==> config.mk <==
export PLATFORM = sky130hd
export DESIGN_NAME = if_fetch_unit
export DESIGN_NICKNAME = d
export VERILOG_FILES = /design/src/rtl/if_pkg.sv /design/src/rtl/if_fetch_queue.sv /design/src/rtl/if_fetch_unit.sv
export SDC_FILE = /design/constraint.sdc
export NUM_CORES = 1
export LEC_CHECK = 0
export ABC_AREA = 1
export CAP_MARGIN = 40
export CORE_ASPECT_RATIO = 0.6
export CORE_UTILIZATION = 45
export CTS_BUF_LIST = sky130_fd_sc_hd__clkbuf_8
export DETAILED_ROUTE_END_ITERATION = 6
export MAX_ROUTING_LAYER = met4
export PLACE_DENSITY = 0.81
export SKIP_CTS_REPAIR_TIMING = 1
export SYNTH_ARGS = -nofsm -noshare
export SYNTH_HDL_FRONTEND = slang
export SYNTH_SLANG_ARGS = --single-unit
==> constraint.sdc <==
create_clock -name clk -period 3 [get_ports clk]
set_input_delay 0.45 -clock clk [delete_from_list [all_inputs] [get_ports clk]]
set_output_delay 0.45 -clock clk [all_outputs]
set_load 0.01 [all_outputs]
==> src/rtl/if_pkg.sv <==
// Shared fetch-stage types and constants for the instruction fetch unit.
// No logic; imported by the fetch queue and the fetch unit top.
package if_pkg;

  localparam int          WORD_W           = 32;
  localparam logic [31:0] PC_INC           = 32'd4;
  localparam logic [31:0] NOP_INSTR        = 32'h0000_0000;
  localparam logic [31:0] DEFAULT_RESET_PC = 32'h0000_0000;

  typedef struct packed {
    logic [WORD_W-1:0] instr;
    logic [WORD_W-1:0] npc;
  } fetch_entry_t;

endpackage

==> src/rtl/if_fetch_queue.sv <==
// Generic synchronous FIFO with flush; head is registered storage, visible the cycle after push.
// Push on a full queue is accepted only together with a pop; pop on empty is ignored.
module if_fetch_queue
  import if_pkg::*;
#(
  parameter int  DEPTH   = 2,
  parameter int  CW      = $clog2(DEPTH + 1),
  parameter type entry_t = fetch_entry_t
) (
  input  logic          clk,
  input  logic          rst_n,
  input  logic          push,
  input  entry_t        push_dat,
  input  logic          pop,
  input  logic          flush,
  output entry_t        head_dat,
  output logic [CW-1:0] count,
  output logic          full,
  output logic          empty
);

  localparam int PW = (DEPTH > 1) ? $clog2(DEPTH) : 1;

  entry_t        mem [DEPTH];
  logic [PW-1:0] wr_ptr;
  logic [PW-1:0] rd_ptr;
  logic          do_push;
  logic          do_pop;

  function automatic logic [PW-1:0] ptr_next(input logic [PW-1:0] p);
    return (p == PW'(DEPTH - 1)) ? '0 : p + PW'(1);
  endfunction

  assign empty    = (count == '0);
  assign full     = (count == CW'(DEPTH));
  assign do_pop   = pop && !empty;
  assign do_push  = push && (!full || do_pop);
  assign head_dat = mem[rd_ptr];

  always_ff @(posedge clk or negedge rst_n) begin
    if (!rst_n) begin
      wr_ptr <= '0;
      rd_ptr <= '0;
      count  <= '0;
      for (int i = 0; i < DEPTH; i++) mem[i] <= '0;
    end else if (flush) begin
      wr_ptr <= '0;
      rd_ptr <= '0;
      count  <= '0;
    end else begin
      if (do_push) begin
        mem[wr_ptr] <= push_dat;
        wr_ptr      <= ptr_next(wr_ptr);
      end
      if (do_pop) rd_ptr <= ptr_next(rd_ptr);
      if (do_push && !do_pop)      count <= count + CW'(1);
      else if (!do_push && do_pop) count <= count - CW'(1);
    end
  end

endmodule

==> src/rtl/if_fetch_unit.sv <==
// Fetch stage: owns the PC, credit-limited in-order imem reads, queued valid/ready output to decode.
// One-cycle response-to-output latency; IF_RSP_BYPASS_EN adds a zero-cycle path when the queue is empty.
module if_fetch_unit
  import if_pkg::*;
#(
  parameter int          QUEUE_DEPTH     = 2,
  parameter logic [31:0] RESET_PC        = DEFAULT_RESET_PC,
  parameter int          MAX_OUTSTANDING = 2
) (
  input  logic              clk,
  input  logic              rst_n,
  output logic              imem_req_valid,
  input  logic              imem_req_ready,
  output logic [WORD_W-1:0] imem_req_addr,
  input  logic              imem_rsp_valid,
  input  logic [WORD_W-1:0] imem_rsp_data,
  input  logic              branch_taken,
  input  logic [WORD_W-1:0] branch_target,
  input  logic              id_ready,
  output logic              if_valid,
  output logic [WORD_W-1:0] instruction,
  output logic [WORD_W-1:0] new_pc_value
);

  localparam int QCW = $clog2(QUEUE_DEPTH + 1);
  localparam int ACW = $clog2(MAX_OUTSTANDING + 1);

  logic [WORD_W-1:0] pc;
  logic              run_q;
  logic [ACW-1:0]    drop_cnt;
  logic [QCW-1:0]    q_count;
  logic              q_full, q_empty, q_push, q_pop;
  fetch_entry_t      q_head, q_push_dat;
  logic [ACW-1:0]    af_count;
  logic              af_full, af_empty;
  logic [WORD_W-1:0] af_head;
  logic              req_fire, rsp_accept, rsp_keep, bypass;
  logic [31:0]       credit_used;
  logic [1:0]        unused_tgt_lsb;

  assign unused_tgt_lsb = branch_target[1:0];

  // Slots already promised: queued entries plus in-flight reads that will actually be kept.
  assign credit_used    = 32'(q_count) + 32'(af_count) - 32'(drop_cnt);
  assign imem_req_valid = run_q && !branch_taken && !af_full && !q_full
                          && (credit_used < 32'(QUEUE_DEPTH));
  assign imem_req_addr  = pc;
  assign req_fire       = imem_req_valid && imem_req_ready;

  // A response with nothing in flight is a protocol error and is ignored.
  assign rsp_accept = imem_rsp_valid && !af_empty;
  assign rsp_keep   = rsp_accept && !branch_taken && (drop_cnt == '0);

`ifdef IF_RSP_BYPASS_EN
  assign bypass = q_empty && id_ready && rsp_keep;
`else
  assign bypass = 1'b0;
`endif

  assign q_push     = rsp_keep && !bypass;
  assign q_push_dat = fetch_entry_t'{instr: imem_rsp_data, npc: af_head};
  assign q_pop      = !q_empty && id_ready && !branch_taken;

  always_comb begin
    if_valid     = !q_empty;
    instruction  = q_empty ? NOP_INSTR : q_head.instr;
    new_pc_value = q_empty ? '0 : q_head.npc;
    if (bypass) begin
      if_valid     = 1'b1;
      instruction  = imem_rsp_data;
      new_pc_value = af_head;
    end
  end

  if_fetch_queue #(
    .DEPTH   (QUEUE_DEPTH),
    .CW      (QCW),
    .entry_t (fetch_entry_t)
  ) u_fetch_q (
    .clk      (clk),
    .rst_n    (rst_n),
    .push     (q_push),
    .push_dat (q_push_dat),
    .pop      (q_pop),
    .flush    (branch_taken),
    .head_dat (q_head),
    .count    (q_count),
    .full     (q_full),
    .empty    (q_empty)
  );

  // In-flight tracker: holds fetch address + 4 per request; its occupancy is the outstanding count.
  if_fetch_queue #(
    .DEPTH   (MAX_OUTSTANDING),
    .CW      (ACW),
    .entry_t (logic [WORD_W-1:0])
  ) u_addr_q (
    .clk      (clk),
    .rst_n    (rst_n),
    .push     (req_fire),
    .push_dat (pc + PC_INC),
    .pop      (rsp_accept),
    .flush    (1'b0),
    .head_dat (af_head),
    .count    (af_count),
    .full     (af_full),
    .empty    (af_empty)
  );

  always_ff @(posedge clk or negedge rst_n) begin
    if (!rst_n) begin
      pc       <= RESET_PC;
      run_q    <= 1'b0;
      drop_cnt <= '0;
    end else begin
      run_q <= 1'b1;
      if (branch_taken) begin
        pc       <= {branch_target[31:2], 2'b00};
        drop_cnt <= af_count - ACW'(rsp_accept);
      end else begin
        if (req_fire) pc <= pc + PC_INC;
        if (rsp_accept && (drop_cnt != '0)) drop_cnt <= drop_cnt - ACW'(1);
      end
    end
  end

endmodule

==> reports/metrics.cfg <==
[setup_path]
crit_path_start=u_addr_q.count[1]$_DFFE_PN0P_
start_kind=flip-flop
worstPathCellList=fa_1, fa_1, nand3b_1, nor2_2, nand2_1, inv_1, buf_2
cp_num_buf_inv=2
rrSetupSlack_ns=0.15
path_max_fanout=2
rr_startpoint=u_addr_q.count[1]$_DFFE_PN0P_
path_class=reg -> out
end_kind=primary output
path_delay_family=adder cells
cp.arrival_ns=2.45
cp.required_ns=2.55
crit_top_cell=fa_1
slowest_stage=fa_1
critical-path-max-stage-delay_ns=0.59

[pwr]
clkPwrFrac_pct=20.0
p_total_w=0.0132
switching_share_pct=38.9
power_density_mw_per_mm2=944
combPwrFrac_pct=43.1
p_int_w=0.00804
leakagePower_nw=7.00
p_switching_w=0.00511
pwr-share-seq_pct=36.9
ir_drop_mv=0.518

[global_route]
use_met3_pct=5.10
grtUsageMet2_pct=35.9
grt_pass1_wl_um=50400
grt_usage_pct=25.1
grt_antenna_before_repair=0
grt_overflow=0
met1_usage_pct=36.5
grt_max_degree=80
top_usage_layer=met1
grt_pass1_vias=9950

[placement]
gp_congestion=0.900
dp_hpwl_um=20600
pre_cts_ws_ns=0.160
io_buffers=161

[finish]
syn_to_final_growth_pct=23.8
drive_above_1_share_pct=7.08
fillers=2236
num_antenna_cells=0
final_nets=1735

[die]
die_x_um=206
start_util_pct=46.2
die_height_um=124
rows=44
core_area_mm2=0.0243
dieArea_mm2=0.0257
ios=168

[sta]
period_share_pct=96.7
setup_viol_count_final=0
timing_hold_violations_final=0
worst_pin_slew_ns=0.667
min_period_ns=2.90
whs_ns=0.464
drv_slew=0
skew_ns=0.0445
rsz0062_at_grt=yes
fmax_mhz=345
slew-limit-headroom_pct=55.6
fin_setup_tns_ns=0
fin_ws_ns=0.100

[run]
drv_cap=0

[clock_network]
cts.sinks=225
cts_htree_levels=2
path_clk_slew_ns=0.07
numCtsBuffers=34
clock_tree.buffer_depth=3
clk_root_buffer_cell=clkbuf_8
clk_latency_ns=0.54
cts_tree=yes

[synthesis]
ys_ff_latch=225
synth_area_leaders=dfrtp_1, nand2_1, o21ai_0, inv_1, a21oi_1
avgSynthCellArea_um2=7.49
synthDistinctLibCells=36
synth_top_area_share_pct=50.1
syn_inst=1502
seq_area_frac_synth_pct=50.1
synth.largest_area_cell=dfrtp_1
yosys_warnings=0
synth_area_mm2=0.0112

[routing]
wl_per_cell_um=15.4
postRouteWirelength_um=30900
final_antenna_net_count=0
first_pass_iters=6
viasPerCell=5.13
drc_errors=0
drtIter0Drc=918
vias=10300

[worst_hold_path]
hold_path.class=reg -> reg
min-delay-start=u_fetch_q.mem[105]$_DFFE_PN0P_

[outcome]
outcome=complete, no violations

-- sequential cells by signal (all words and copies together), names as in the netlist --
name,count
drop_cnt,2
imem_req_addr,30
run_q,1
u_addr_q.count,2
u_addr_q.mem,60
u_addr_q.rd_ptr,1
u_addr_q.wr_ptr,1
u_fetch_q.count,2
u_fetch_q.mem,124
u_fetch_q.rd_ptr,1
u_fetch_q.wr_ptr,1
-- cell type report --
| class | instances | area (um^2) | share of cell area [%] |
|---|---|---|---|
| Sequential cell | 225 | 5640 | 40.4 |
| Multi-Input combinational cell | 1067 | 4700 | 33.7 |
| Timing Repair Buffer | 194 | 1980 | 14.2 |
| Clock buffer | 45 | 619 | 4.45 |
| Inverter | 135 | 512 | 3.67 |
| Tap cell | 322 | 403 | 2.89 |
| Clock inverter | 15 | 83.8 | 0.602 |
-- per-layer routing --
metal	up-vias	share of wire (%)
met4	0	1.4
met5	-	0
met3	46	8.1
met1	4839	47
li1	4990	-
met2	398	43
-- power by group through the flow --
| stage | Combinational, W | Sequential [W] | Clock [W] |
|---|---|---|---|
| after floorplan | 0.00314 | 0.00470 | 0 |
| after global placement | 0.00532 | 0.00486 | 0 |
| after detailed placement | 0.00547 | 0.00491 | 0 |
| after CTS | 0.00552 | 0.00487 | 0.00268 |
| after global routing | 0.00633 | 0.00498 | 0.00282 |
| final | 0.00567 | 0.00486 | 0.00262 |
-- worst reg2reg max path: stages (launching register included) --
cell      delay, ns
dfrtp_1        0.40
fa_1           0.59
fa_1           0.41
nand3b_1       0.19
nor2_2         0.11
buf_4          0.13
nand3_4        0.13
clkinv_1       0.10
ha_1           0.25
a21oi_1        0.14
o21ai_0        0.14
xnor2_1        0.15
-- through the flow --
stage | util (%) | area, um^2 | cells
finish | 57.3 | 13900 | 2003
global route | 57.3 | 13900 | 2003
CTS | 57.0 | 13900 | 2000
detailed placement | 54.1 | 13200 | 1940
global placement | 54.1 | 13200 | 1940
floorplan | - | 11300 | 1505
-- synth_stat cells --
master and number:
clkbuf_1 35, buf_8 1, nand2_2 2, xor2_1 8, dfrtp_1 225, nand2_4 1
nor2_2 5, buf_2 23, nand4_1 5, or2_2 1, o211ai_1 1, o21ai_2 11
nand3_4 1, nor2_8 2, inv_1 129, and2_1 2, clkbuf_2 1, nor2_1 55
nor2_4 1, buf_1 2, inv_2 4, buf_4 5, inv_6 1, nand3b_1 2
xnor2_1 4, a21oi_1 64, conb_1 2, o21ai_1 17, nand3_2 1, buf_6 11
ha_1 6, nand3_1 62, nand2_1 663, clkinv_1 1, fa_1 2, o21ai_0 146
-- path summary, 6_finish.rpt --
check | cells past startpoint | end
max | 7 | imem_req_valid
min | 2 | u_fetch_q.mem[105]$_DFFE_PN0P_
max reg2reg | 11 | u_addr_q.count[1]$_DFFE_PN0P_
min reg2reg | 2 | u_fetch_q.mem[105]$_DFFE_PN0P_
max in group asynchronous | 3 | u_fetch_q.mem[33]$_DFFE_PN0P_
min in group asynchronous | 2 | u_fetch_q.mem[3]$_DFFE_PN0P_
-- logic make-up (layout without fill, tap and decap cells) --
family / after synthesis / count (layout) / share of synthesized area, %
AO/OA/AOI/OAI: 239 / 239 / 11.0
XOR/XNOR: 12 / 12 / 0.934
adder cells (fa/ha/maj): 8 / 8 / 1.02
buffers and inverters: 213 / 389 / 8.42
flip-flops: 225 / 225 / 50.1
other: 2 / 5 / 0.0668
AND/OR/NAND/NOR: 803 / 803 / 28.5
-- layout by cell type (no fill, tap or decap), types with 6 or more instances in the layout --
cell type	count
nand2_1	663
dfrtp_1	223
clkdlybuf4s50_1	158
o21ai_0	146
inv_1	140
nand3_1	62
a21oi_1	61
nor2_1	54
clkbuf_8	45
buf_4	23
o21ai_1	17
o21ai_2	11
xor2_1	8
buf_12	8
inv_2	6
nor2_2	6
ha_1	6
Note: power is estimated with default switching activity, not from simulation.
